===== src/rtl/wb_write_queue_pkg.sv =====
// Shared widths and the queued writeback entry type for the regfile write queue.
package wb_write_queue_pkg;

    localparam int unsigned WORD_LEN          = 32;
    localparam int unsigned REG_FILE_ADDR_LEN = 5;
    localparam logic [REG_FILE_ADDR_LEN-1:0] REG_ZERO = '0;

    typedef struct packed {
        logic                         valid;
        logic [REG_FILE_ADDR_LEN-1:0] dest;
        logic [WORD_LEN-1:0]          val;
    } wb_entry_t;

endpackage


===== src/rtl/wb_bypass_match.sv =====
// Youngest-first match of one ID-stage source address against pending queue entries.
module wb_bypass_match
    import wb_write_queue_pkg::*;
#(
    parameter int unsigned DEPTH = 4
) (
    input  wb_entry_t [DEPTH-1:0]           entries,
    input  logic [$clog2(DEPTH)-1:0]        head,
    input  logic [REG_FILE_ADDR_LEN-1:0]    src,
    output logic                            hit,
    output logic [WORD_LEN-1:0]             val
);

    localparam int unsigned PTR_W = $clog2(DEPTH);

    logic [PTR_W-1:0] idx;

    // Valid entries are contiguous from head, so walking oldest->youngest and
    // letting later matches overwrite leaves the youngest match.
    always_comb begin
        hit = 1'b0;
        val = '0;
        idx = '0;
        for (int unsigned k = 0; k < DEPTH; k++) begin
            idx = PTR_W'(32'(head) + k);
            if (entries[idx].valid && entries[idx].dest == src && src != REG_ZERO) begin
                hit = 1'b1;
                val = entries[idx].val;
            end
        end
    end

endmodule


===== src/rtl/wb_write_queue.sv =====
// In-order writeback queue feeding the regfile write port, with two bypass lookups.
module wb_write_queue
    import wb_write_queue_pkg::*;
#(
    parameter int unsigned DEPTH = 4
) (
    input  logic                            clk,
    input  logic                            rst,
    input  logic                            in_valid,
    input  logic [REG_FILE_ADDR_LEN-1:0]    in_dest,
    input  logic [WORD_LEN-1:0]             in_val,
    output logic                            in_ready,
    input  logic                            rf_ready,
    output logic [REG_FILE_ADDR_LEN-1:0]    rf_dest,
    output logic [WORD_LEN-1:0]             rf_val,
    output logic                            rf_en,
    input  logic [REG_FILE_ADDR_LEN-1:0]    src1,
    input  logic [REG_FILE_ADDR_LEN-1:0]    src2,
    output logic                            byp1_hit,
    output logic [WORD_LEN-1:0]             byp1_val,
    output logic                            byp2_hit,
    output logic [WORD_LEN-1:0]             byp2_val,
    output logic [$clog2(DEPTH):0]          count
);

    localparam int unsigned PTR_W = $clog2(DEPTH);
    localparam int unsigned CNT_W = PTR_W + 1;

    wb_entry_t [DEPTH-1:0] entries_q, entries_d;
    logic [PTR_W-1:0]      head_q, head_d;
    logic [PTR_W-1:0]      tail_q, tail_d;
    logic [CNT_W-1:0]      count_q, count_d;

    logic empty, full, push, pop;

    always_comb begin
        empty    = (count_q == CNT_W'(0));
        full     = (count_q == CNT_W'(DEPTH));
        pop      = !empty && rf_ready;
        in_ready = !full || pop;
        // r0 writes complete the handshake but are dropped.
        push     = in_valid && in_ready && (in_dest != REG_ZERO);
    end

    // Pop is applied before push so a full-queue push+pop reusing the head slot lands.
    always_comb begin
        entries_d = entries_q;
        head_d    = head_q;
        tail_d    = tail_q;
        if (pop) begin
            entries_d[head_q].valid = 1'b0;
            head_d                  = head_q + PTR_W'(1);
        end
        if (push) begin
            entries_d[tail_q].valid = 1'b1;
            entries_d[tail_q].dest  = in_dest;
            entries_d[tail_q].val   = in_val;
            tail_d                  = tail_q + PTR_W'(1);
        end
        count_d = count_q + CNT_W'(push) - CNT_W'(pop);
    end

    always_ff @(posedge clk) begin
        if (rst) begin
            entries_q <= '0;
            head_q    <= '0;
            tail_q    <= '0;
            count_q   <= '0;
        end else begin
            entries_q <= entries_d;
            head_q    <= head_d;
            tail_q    <= tail_d;
            count_q   <= count_d;
        end
    end

    always_comb begin
        rf_en   = !empty;
        rf_dest = entries_q[head_q].dest;
        rf_val  = entries_q[head_q].val;
        count   = count_q;
    end

    wb_bypass_match #(.DEPTH(DEPTH)) u_byp1 (
        .entries (entries_q),
        .head    (head_q),
        .src     (src1),
        .hit     (byp1_hit),
        .val     (byp1_val)
    );

    wb_bypass_match #(.DEPTH(DEPTH)) u_byp2 (
        .entries (entries_q),
        .head    (head_q),
        .src     (src2),
        .hit     (byp2_hit),
        .val     (byp2_val)
    );

endmodule


===== config.mk =====
export PLATFORM = sky130hd
export DESIGN_NAME = wb_write_queue
export DESIGN_NICKNAME = d
export VERILOG_FILES = /design/src/rtl/wb_write_queue_pkg.sv /design/src/rtl/wb_bypass_match.sv /design/src/rtl/wb_write_queue.sv
export SDC_FILE = /design/constraint.sdc
export NUM_CORES = 1
export LEC_CHECK = 0
export BUFFER_PORTS_ARGS = -buffer_cell sky130_fd_sc_hd__buf_2
export CORE_ASPECT_RATIO = 0.9
export CORE_UTILIZATION = 30
export DETAILED_ROUTE_END_ITERATION = 12
export HOLD_SLACK_MARGIN = 0.12
export SKIP_CTS_REPAIR_TIMING = 1
export SLEW_MARGIN = 15
export SYNTH_ARGS = -nofsm -noshare
export SYNTH_HDL_FRONTEND = slang
export SYNTH_SLANG_ARGS = --single-unit

===== constraint.sdc =====
create_clock -name clk -period 6.2 [get_ports clk]
set_clock_uncertainty 0.05 [all_clocks]
set_input_delay 0.31 -clock clk [delete_from_list [all_inputs] [get_ports clk]]
set_output_delay 0.31 -clock clk [all_outputs]
set_load 0.05 [all_outputs]

==> flow_summary_export.csv, run 1 <==
group,metric,value,unit
placed_design,io_buffers,158,
timing,rsz0062_at_grt,"false",
floorplan,die_height,189.5,um
synthesis,yosysTopAreaCell,"dfxtp_1",
critical_path,path_cells,"buf_4, mux4_2, xor2_1, or4_4, a21oi_4, o21bai_4, a221oi_1, a211oi_2, buf_2",
synthesis,ys_seq_area_share,27.17,%
critical_path,arrival,5.06,ns
layout,seqCellArea,0.003188,mm2
critical_path,worst-path-buf-inv,2,
route,ant_nets,0,
synthesis,yosysWarnings,0,
critical_path,cp.required,5.84,ns
power_and_ir_drop,leakagePower,5.112,nW
clock_tree,cts_sinks,159,
synthesis,synthTopCellsByArea,"dfxtp_1 27%, nand2_1 12%, a21oi_1 11%",
clock_tree,cts_htree_levels,4,
floorplan,num_rows,68,
timing,hold_viol_final,0,
route,drt-wirelength-per-cell,20.67,um
layout,design_area,0.01366,mm2
synthesis,yosys.cell_types.count,65,
grt,grt_max_degree,105,
critical_path,r2r_start,"count[1]",
layout,drive_above_1_share,21.27,%
timing,setup_violations,0,
critical_path,crit_path_top_delay_cell,"buf_4",
critical_path,crit_path_start_kind,"register",
timing,finalCritPeriodShare,87.45,%
clock_tree,cts_made_buffers,17,
worst_hold_path,hold_class,"input pin to register",
layout,fin_util,35.61,%
clock_tree,path_clk_slew,0.07,ns
power_and_ir_drop,pwr-share-clk,24.2,%
worst_hold_path,min_from,"in_val[26]",
critical_path,criticalPathCategory,"register to output port",
grt,grt_pass1_wl,68750,um
synthesis,synth_area_per_cell,7.475,um2
critical_path,r2r_end,"entries_q[99]",
placed_design,post-place-cells,2135,
floorplan,dieArea,0.03984,mm2
critical_path,max_stage_delay,0.90,ns
synthesis,synth_edf_count,0,
worst_hold_path,hold_end,"entries_q[64]",
run_status,outcome,"finished, final reports clean",
route,totalWireLength,45460,um
timing,drv_slew,0,
placed_design,place_area,0.01277,mm2
layout,layout_common_cells,"373 x nand2_1, 248 x a21oi_1, 160 x nor2_1, 157 x dfxtp_1, 157 x buf_2",
route,drt-initial-drc-count,1338,
timing,post-route-min-period,5.422,ns
power_and_ir_drop,finalPower,4.415,mW
timing,slew_headroom,21.03,%
power_and_ir_drop,power.density,323.2,mW/mm2
layout,multi_input_area,0.007900,mm2
job,drv_cap,0,
floorplan,start_util,30.53,%
timing,timing.final.ws_setup,0.7784,ns
critical_path,reg2regPathDepth,6,
synthesis,syn_inst,1567,
synthesis,async_reset_ff_share,0,%
critical_path,cp_max_fo,73,
timing,timing.hold.ws,0.1023,ns
synthesis,synth_top_area_share,27.17,%
placed_design,dp_hpwl,29220,um
route,vias,12190,
power_and_ir_drop,share_comb_of_total_power,49.1,%
grt,grt_overflow,0,
power_and_ir_drop,switching_share,47.06,%
layout,area_growth_syn_to_layout,16.64,%
clock_tree,root_buffer,"clkbuf_16",
clock_tree,cts_tree,"yes",
grt,grt_pass1_vias,11450,
floorplan,core,0.03837,mm2
synthesis,synth_nets,1629,
power_and_ir_drop,power.internal,2.338,mW
power_and_ir_drop,peakVddDrop,0.2015,mV
timing,max_freq,184.4,MHz
critical_path,cp-end-kind,"output port",
route,viasPerCell,5.544,
route,firstDrtPassIters,6,
grt,track_usage,22.53,%
timing,tightest_slew,1.185,ns
layout,final_nets,1723,
grt,antenna_found_initial,0,
placed_design,pre_cts_ws,1.332,ns
layout,nFillCells,4023,
layout,instances_no_fill,2199,
power_and_ir_drop,switching_power,2.078,mW
synthesis,yosys_register_bits,159,
floorplan,die-width,210.3,um
layout,layout_commonest_cell,"nand2_1",
route,drc,0,
placed_design,routabilityCongestion,0.8639,
power_and_ir_drop,p_seq_share,26.7,%
clock_tree,cts_buffer_depth,2,
layout,antenna_cells,0,
worst_hold_path,worstHoldPathCells,3,
critical_path,crit_family,"compound AO/OA/AOI/OAI gates",
floorplan,boundaryPins,159,
synthesis,netlist_area,0.01171,mm2
critical_path,r2r_slack,3.36,ns
clock_tree,clock_latency,0.44,ns
timing,setup-tns-final,0,ns
synthesis,synth_flop_cell,"dfxtp_1",
[cell usage after synthesis, types with 7 or more instances]
library cell,instances
a221oi_1,40
a21oi_1,248
a22o_1,8
mux2_2,54
a21bo_2,9
nand3_1,21
inv_1,7
buf_4,9
o21ai_0,59
buf_2,23
xnor2_1,23
a221oi_2,8
a211oi_2,13
xor2_1,26
mux4_2,31
dfxtp_1,159
nor2_1,161
buf_1,7
a21bo_1,10
a221o_1,8
o22ai_1,8
nand2_1,373
mux2i_1,79
ha_1,10
and2_1,9
clkbuf_1,97
[worst max path at each step]
stage,start,end,depth (start not counted)
floorplan,head_q[0],byp1_val[18],18
global placement,head_q[0],byp2_val[27],9
detailed placement,head_q[0],byp2_val[17],9
CTS,head_q[0],byp2_val[27],9
global route,head_q[0],byp1_val[27],9
finish,head_q[0],byp2_val[9],9
[final cells by class]
| type | count | area share, % |
|---|---|---|
| multi-input cells | 1258 | 57.82 |
| flip-flops and latches | 159 | 23.33 |
| clock inverters | 14 | 1.044 |
| repair buffers | 217 | 9.634 |
| well taps | 525 | 4.808 |
| clock buffers | 18 | 3.141 |
| inverters | 8 | 0.2198 |
[power by group through the flow]
stage / clock, mW / combinational (mW) / sequential, mW
after floorplan: 0 / 1.65 / 1.19
after global placement: 0 / 2.09 / 1.19
after detailed placement: 0 / 2.12 / 1.20
final: 1.07 / 2.17 / 1.18
after CTS: 1.08 / 2.13 / 1.18
after global routing: 1.12 / 2.33 / 1.19
[flip-flops by register name, summed over array words and instances, names as in the netlist]
register   cells
tail_q         2
head_q         2
count          3
entries_q    152
[worst reg2reg max path: stages (launching register included)]
cell and delay, ns:
dfxtp_1 0.36, or4b_2 0.70, o311a_1 0.28, nand2_1 0.55
buf_4 0.51, nand2_1 0.12, a21oi_1 0.18
[layer usage]
layer / share of wire [%] / global-route usage, % / up-vias
met4: 2.4 / 7.692 / 0
met1: 42 / 29.20 / 5837
met3: 8.4 / 4.478 / 81
met5: 0 / 0 / -
met2: 47 / 37.12 / 587
li1: - / - / 5686
[logic make-up (layout without fill, tap and decap cells)]
| group | Yosys count | in the layout | synth area share [%] |
|---|---|---|---|
| adder cells (fa/ha/maj) | 11 | 11 | 1.239 |
| XOR/XNOR | 49 | 49 | 3.664 |
| flip-flops | 159 | 159 | 27.17 |
| buffers and inverters | 150 | 257 | 5.672 |
| multiplexers | 164 | 164 | 17.90 |
| AO/OA/AOI/OAI | 437 | 437 | 23.96 |
| AND/OR/NAND/NOR | 597 | 597 | 20.39 |
No activity file was read; power rests on OpenSTA's default activity.
==> inputs of run 2 (changes only) <==
CELL_PAD_IN_SITES_DETAIL_PLACEMENT = 1   (was unset)
CELL_PAD_IN_SITES_GLOBAL_PLACEMENT = 1   (was unset)
PLACE_DENSITY_LB_ADDON = 0.1   (was unset)
==> flow_summary_export.csv, run 2 (synthesis gave the netlist of run 1 again) <==
group,metric,value,unit
run_status,outcome,"finished, final reports clean",
worst_hold_path,hold_end,"entries_q[69]",
grt,antenna_found_initial,4,
critical_path,arrival,4.94,ns
worst_hold_path,worstHoldPathCells,2,
timing,max_freq,188.8,MHz
clock_tree,root_buffer,"clkbuf_16",
placed_design,pre_cts_ws,1.313,ns
power_and_ir_drop,leakagePower,5.147,nW
critical_path,r2r_slack,3.23,ns
power_and_ir_drop,peakVddDrop,0.2672,mV
route,viasPerCell,5.431,
timing,timing.final.ws_setup,0.9039,ns
worst_hold_path,min_from,"entries_q[69]",
clock_tree,cts_buffer_depth,2,
timing,setup_violations,0,
placed_design,dp_hpwl,32190,um
layout,area_growth_syn_to_layout,17.65,%
timing,post-route-min-period,5.296,ns
grt,grt_pass1_wl,75640,um
layout,multi_input_area,0.007929,mm2
route,vias,11980,
clock_tree,cts_sinks,159,
floorplan,boundaryPins,159,
grt,grt_pass1_vias,11960,
layout,final_nets,1727,
floorplan,die-width,210.3,um
timing,tightest_slew,1.153,ns
floorplan,core,0.03837,mm2
critical_path,reg2regPathDepth,11,
route,firstDrtPassIters,5,
timing,setup-tns-final,0,ns
route,totalWireLength,49870,um
clock_tree,cts_tree,"yes",
layout,regMostFlops,"entries_q",
layout,layout_common_cells,"369 x nand2_1, 248 x a21oi_1, 160 x nor2_1, 157 x dfxtp_1, 157 x buf_2",
timing,slew_headroom,23.15,%
critical_path,crit_path_start_kind,"register",
layout,seqCellArea,0.003191,mm2
grt,grt_max_degree,143,
floorplan,num_rows,68,
worst_hold_path,hold_class,"register to register",
timing,finalCritPeriodShare,85.42,%
critical_path,cp_max_fo,43,
critical_path,cp-end-kind,"output port",
power_and_ir_drop,power.density,327.2,mW/mm2
timing,drv_slew,0,
critical_path,r2r_start,"count[1]",
route,drc,0,
critical_path,criticalPathCategory,"register to output port",
clock_tree,clock_latency,0.45,ns
critical_path,cp.required,5.84,ns
route,ant_nets,0,
timing,hold_viol_final,0,
layout,layout_commonest_cell,"nand2_1",
floorplan,die_height,189.5,um
placed_design,io_buffers,158,
timing,rsz0062_at_grt,"false",
placed_design,routabilityCongestion,0.8307,
floorplan,dieArea,0.03984,mm2
job,drv_cap,0,
route,drt-wirelength-per-cell,22.61,um
clock_tree,cts_htree_levels,4,
floorplan,start_util,30.53,%
layout,nFillCells,4668,
layout,drive_above_1_share,21.51,%
layout,largest_reg_flops,152,
clock_tree,path_clk_slew,0.07,ns
critical_path,r2r_end,"count[2]",
route,drt-initial-drc-count,721,
grt,track_usage,25.26,%
grt,grt_overflow,0,
clock_tree,cts_made_buffers,17,
timing,timing.hold.ws,0.4159,ns
==> run 2: cell count changes in the layout (fill, tap and decap cells not counted), moves of 2 or more <==
cell	previous run	this run
buf_4	28	26
diode_2	0	3
dlygate4sd3_1	32	37
inv_6	7	4
nand2_1	373	369
nand2_2	0	4
==> run 2: worst max-delay path by stage <==
stage / startpoint / end / slack, ns / cells past startpoint
after detailed placement: head_q[0] / byp1_val[23] / 1.31 / 10
after floorplan: head_q[0] / byp1_val[18] / 0.56 / 18
after CTS: head_q[0] / byp1_val[23] / 0.82 / 10
after global routing: head_q[0] / byp1_val[23] / 0.62 / 10
after global placement: head_q[0] / byp1_val[23] / 1.36 / 10
final: head_q[0] / byp1_val[28] / 0.90 / 10
==> run 2: critical path, stage by stage (launching register included) <==
cell and delay (ns):
dfxtp_4 0.59, inv_1 0.16, ha_4 0.66, mux4_2 0.59, xor2_1 0.16, nor4b_1 0.69
o21a_1 0.49, buf_4 0.44, nor2_1 0.09, a21oi_1 0.27, buf_2 0.32
==> run 2: routing by layer <==
| layer | GRT usage (%) | vias to the layer above | share of wire (%) |
|---|---|---|---|
| li1 | - | 5704 | - |
| met1 | 33.81 | 5957 | 47 |
| met2 | 41.59 | 267 | 47 |
| met3 | 4.561 | 50 | 3.9 |
| met4 | 6.597 | 2 | 1.6 |
| met5 | 0 | - | 0.026 |
==> run 2: power breakdown <==
group          total [mW]  switching [mW]  internal (mW)
Sequential           1.20           0.102           1.10
Combinational        2.21            1.52          0.681
Clock                1.10           0.493          0.611
==> run 2: cell type report <==
type                       count  area share, %
multi-input combinational   1258          57.54
sequential                   159          23.15
timing repair buffer         221          9.951
tap                          525          4.767
clock buffer                  18          3.187
clock inverter                14          1.135
inverter                       8         0.2179
antenna                        3        0.05448
==> run 2: per-stage QoR <==
step	instance area [um2]	util, %	power (mW)	std cells
after floorplan	11710	-	2.834	1567
after global placement	12810	33.38	3.375	2134
after CTS	13400	34.93	4.522	2166
after detailed placement	12810	33.38	3.407	2134
final	13780	35.91	4.508	2206
after global routing	13780	35.91	4.781	2205
==> inputs of run 3 (changes only) <==
REMOVE_ABC_BUFFERS = 1   (was unset)
clock period = 6.7 ns   (was 6.2 ns; I/O delays follow)
==> flow_summary_export.csv, run 3 (synthesis gave the netlist of run 1 again) <==
group,metric,value,unit
run_status,outcome,"finished, final reports clean",
timing,finalCritPeriodShare,80.80,%
worst_hold_path,hold_end,"entries_q[116]",
timing,timing.final.ws_setup,1.287,ns
layout,final_nets,1716,
placed_design,pre_cts_ws,1.759,ns
grt,grt_pass1_wl,75160,um
critical_path,r2r_start,"count[1]",
layout,nFillCells,4684,
route,drt-wirelength-per-cell,22.62,um
placed_design,dp_hpwl,31190,um
timing,drv_slew,0,
layout,seqCellArea,0.003191,mm2
clock_tree,cts_htree_levels,4,
route,drt-initial-drc-count,762,
worst_hold_path,min_from,"in_val[2]",
floorplan,num_rows,68,
route,vias,11990,
route,ant_nets,0,
clock_tree,path_clk_slew,0.07,ns
floorplan,boundaryPins,159,
worst_hold_path,worstHoldPathCells,3,
floorplan,dieArea,0.03984,mm2
layout,largest_reg_flops,152,
clock_tree,cts_tree,"yes",
layout,drive_above_1_share,21.66,%
timing,tightest_slew,1.141,ns
clock_tree,cts_sinks,159,
grt,grt_max_degree,164,
placed_design,routabilityCongestion,0.8135,
timing,setup-tns-final,0,ns
layout,multi_input_area,0.007936,mm2
critical_path,r2r_end,"count[2]",
worst_hold_path,hold_class,"input pin to register",
power_and_ir_drop,power.density,303.5,mW/mm2
route,drc,0,
floorplan,start_util,30.53,%
timing,hold_viol_final,0,
critical_path,cp_max_fo,30,
route,viasPerCell,5.468,
layout,area_growth_syn_to_layout,16.47,%
floorplan,die-width,210.3,um
critical_path,cp-end-kind,"output port",
clock_tree,cts_made_buffers,17,
clock_tree,cts_buffer_depth,2,
critical_path,reg2regPathDepth,11,
layout,layout_common_cells,"369 x nand2_1, 248 x a21oi_1, 160 x nor2_1, 157 x dfxtp_1, 157 x buf_2",
timing,rsz0062_at_grt,"false",
timing,setup_violations,0,
timing,max_freq,184.7,MHz
grt,track_usage,25.05,%
layout,regMostFlops,"entries_q",
grt,grt_overflow,0,
grt,grt_pass1_vias,11840,
floorplan,die_height,189.5,um
power_and_ir_drop,peakVddDrop,0.2353,mV
critical_path,crit_path_start_kind,"register",
grt,antenna_found_initial,2,
critical_path,cp.required,6.31,ns
timing,post-route-min-period,5.413,ns
floorplan,core,0.03837,mm2
job,drv_cap,0,
power_and_ir_drop,leakagePower,5.081,nW
power_and_ir_drop,finalPower,4.141,mW
layout,layout_commonest_cell,"nand2_1",
route,firstDrtPassIters,5,
critical_path,arrival,5.03,ns
critical_path,r2r_slack,3.77,ns
critical_path,criticalPathCategory,"register to output port",
clock_tree,root_buffer,"clkbuf_16",
route,totalWireLength,49600,um
clock_tree,clock_latency,0.45,ns
timing,slew_headroom,23.80,%
placed_design,io_buffers,158,
[run 3: cell types whose count changed in the layout (fill, tap and decap cells not counted), moves of 2 or more]
cell and delta:
clkinv_4 +2, dlygate4sd3_1 -10, inv_4 +2, diode_2 -2
and2_2 +2, clkinv_2 -2, and2_1 -2
[run 3: worst max-delay path by stage]
stage,startpoint,end,slack [ns],cells after the start
after floorplan,head_q[0],byp1_val[17],-4.86,8
after global placement,head_q[1],byp1_val[16],1.81,9
after detailed placement,head_q[1],byp1_val[16],1.76,9
after CTS,head_q[1],byp1_val[16],1.25,9
after global routing,head_q[1],byp1_val[16],1.01,9
final,head_q[1],byp1_val[16],1.29,9
[run 3: area by class of cell]
| type | count | area share (%) |
|---|---|---|
| Tap cell | 525 | 4.815 |
| Antenna cell | 1 | 0.01834 |
| Sequential cell | 159 | 23.39 |
| Multi-Input combinational cell | 1258 | 58.17 |
| Clock buffer | 18 | 3.146 |
| Timing Repair Buffer | 210 | 9.263 |
| Inverter | 8 | 0.2201 |
| Clock inverter | 14 | 0.9813 |
[run 3: per-stage QoR]
stage | area (um2) | hold slack (ns) | utilization [%] | cells
after global placement | 12800 | 0.3998 | 33.36 | 2133
after detailed placement | 12800 | 0.4090 | 33.36 | 2133
final | 13640 | 0.1155 | 35.56 | 2193
after global routing | 13640 | 0.1218 | 35.55 | 2192
after CTS | 13370 | 0.08116 | 34.83 | 2165
after floorplan | 11080 | 0.3517 | - | 1425
[run 3: worst max-delay path, stage by stage, from the launching register on]
cell	delay [ns]
dfxtp_4	0.61
inv_2	0.10
ha_4	0.53
mux4_2	0.56
xor2_1	0.17
nor4b_1	0.63
o21a_1	0.83
nor2_1	0.26
a211oi_1	0.49
buf_2	0.36
[run 3: report_power, final]
group	switching [mW]	internal, mW	total, mW
clock	0.464	0.517	0.981
sequential	0.0739	1.01	1.09
combinational	1.44	0.634	2.07
[run 3: metal layers]
metal  routed length, um  part of all wire, %  track usage [%]
met1               23640                   48            34.05
met2               23160                   47            41.38
met3                2086                  4.2            4.047
met4                 714                  1.4            5.643
met5                   0                    0                0
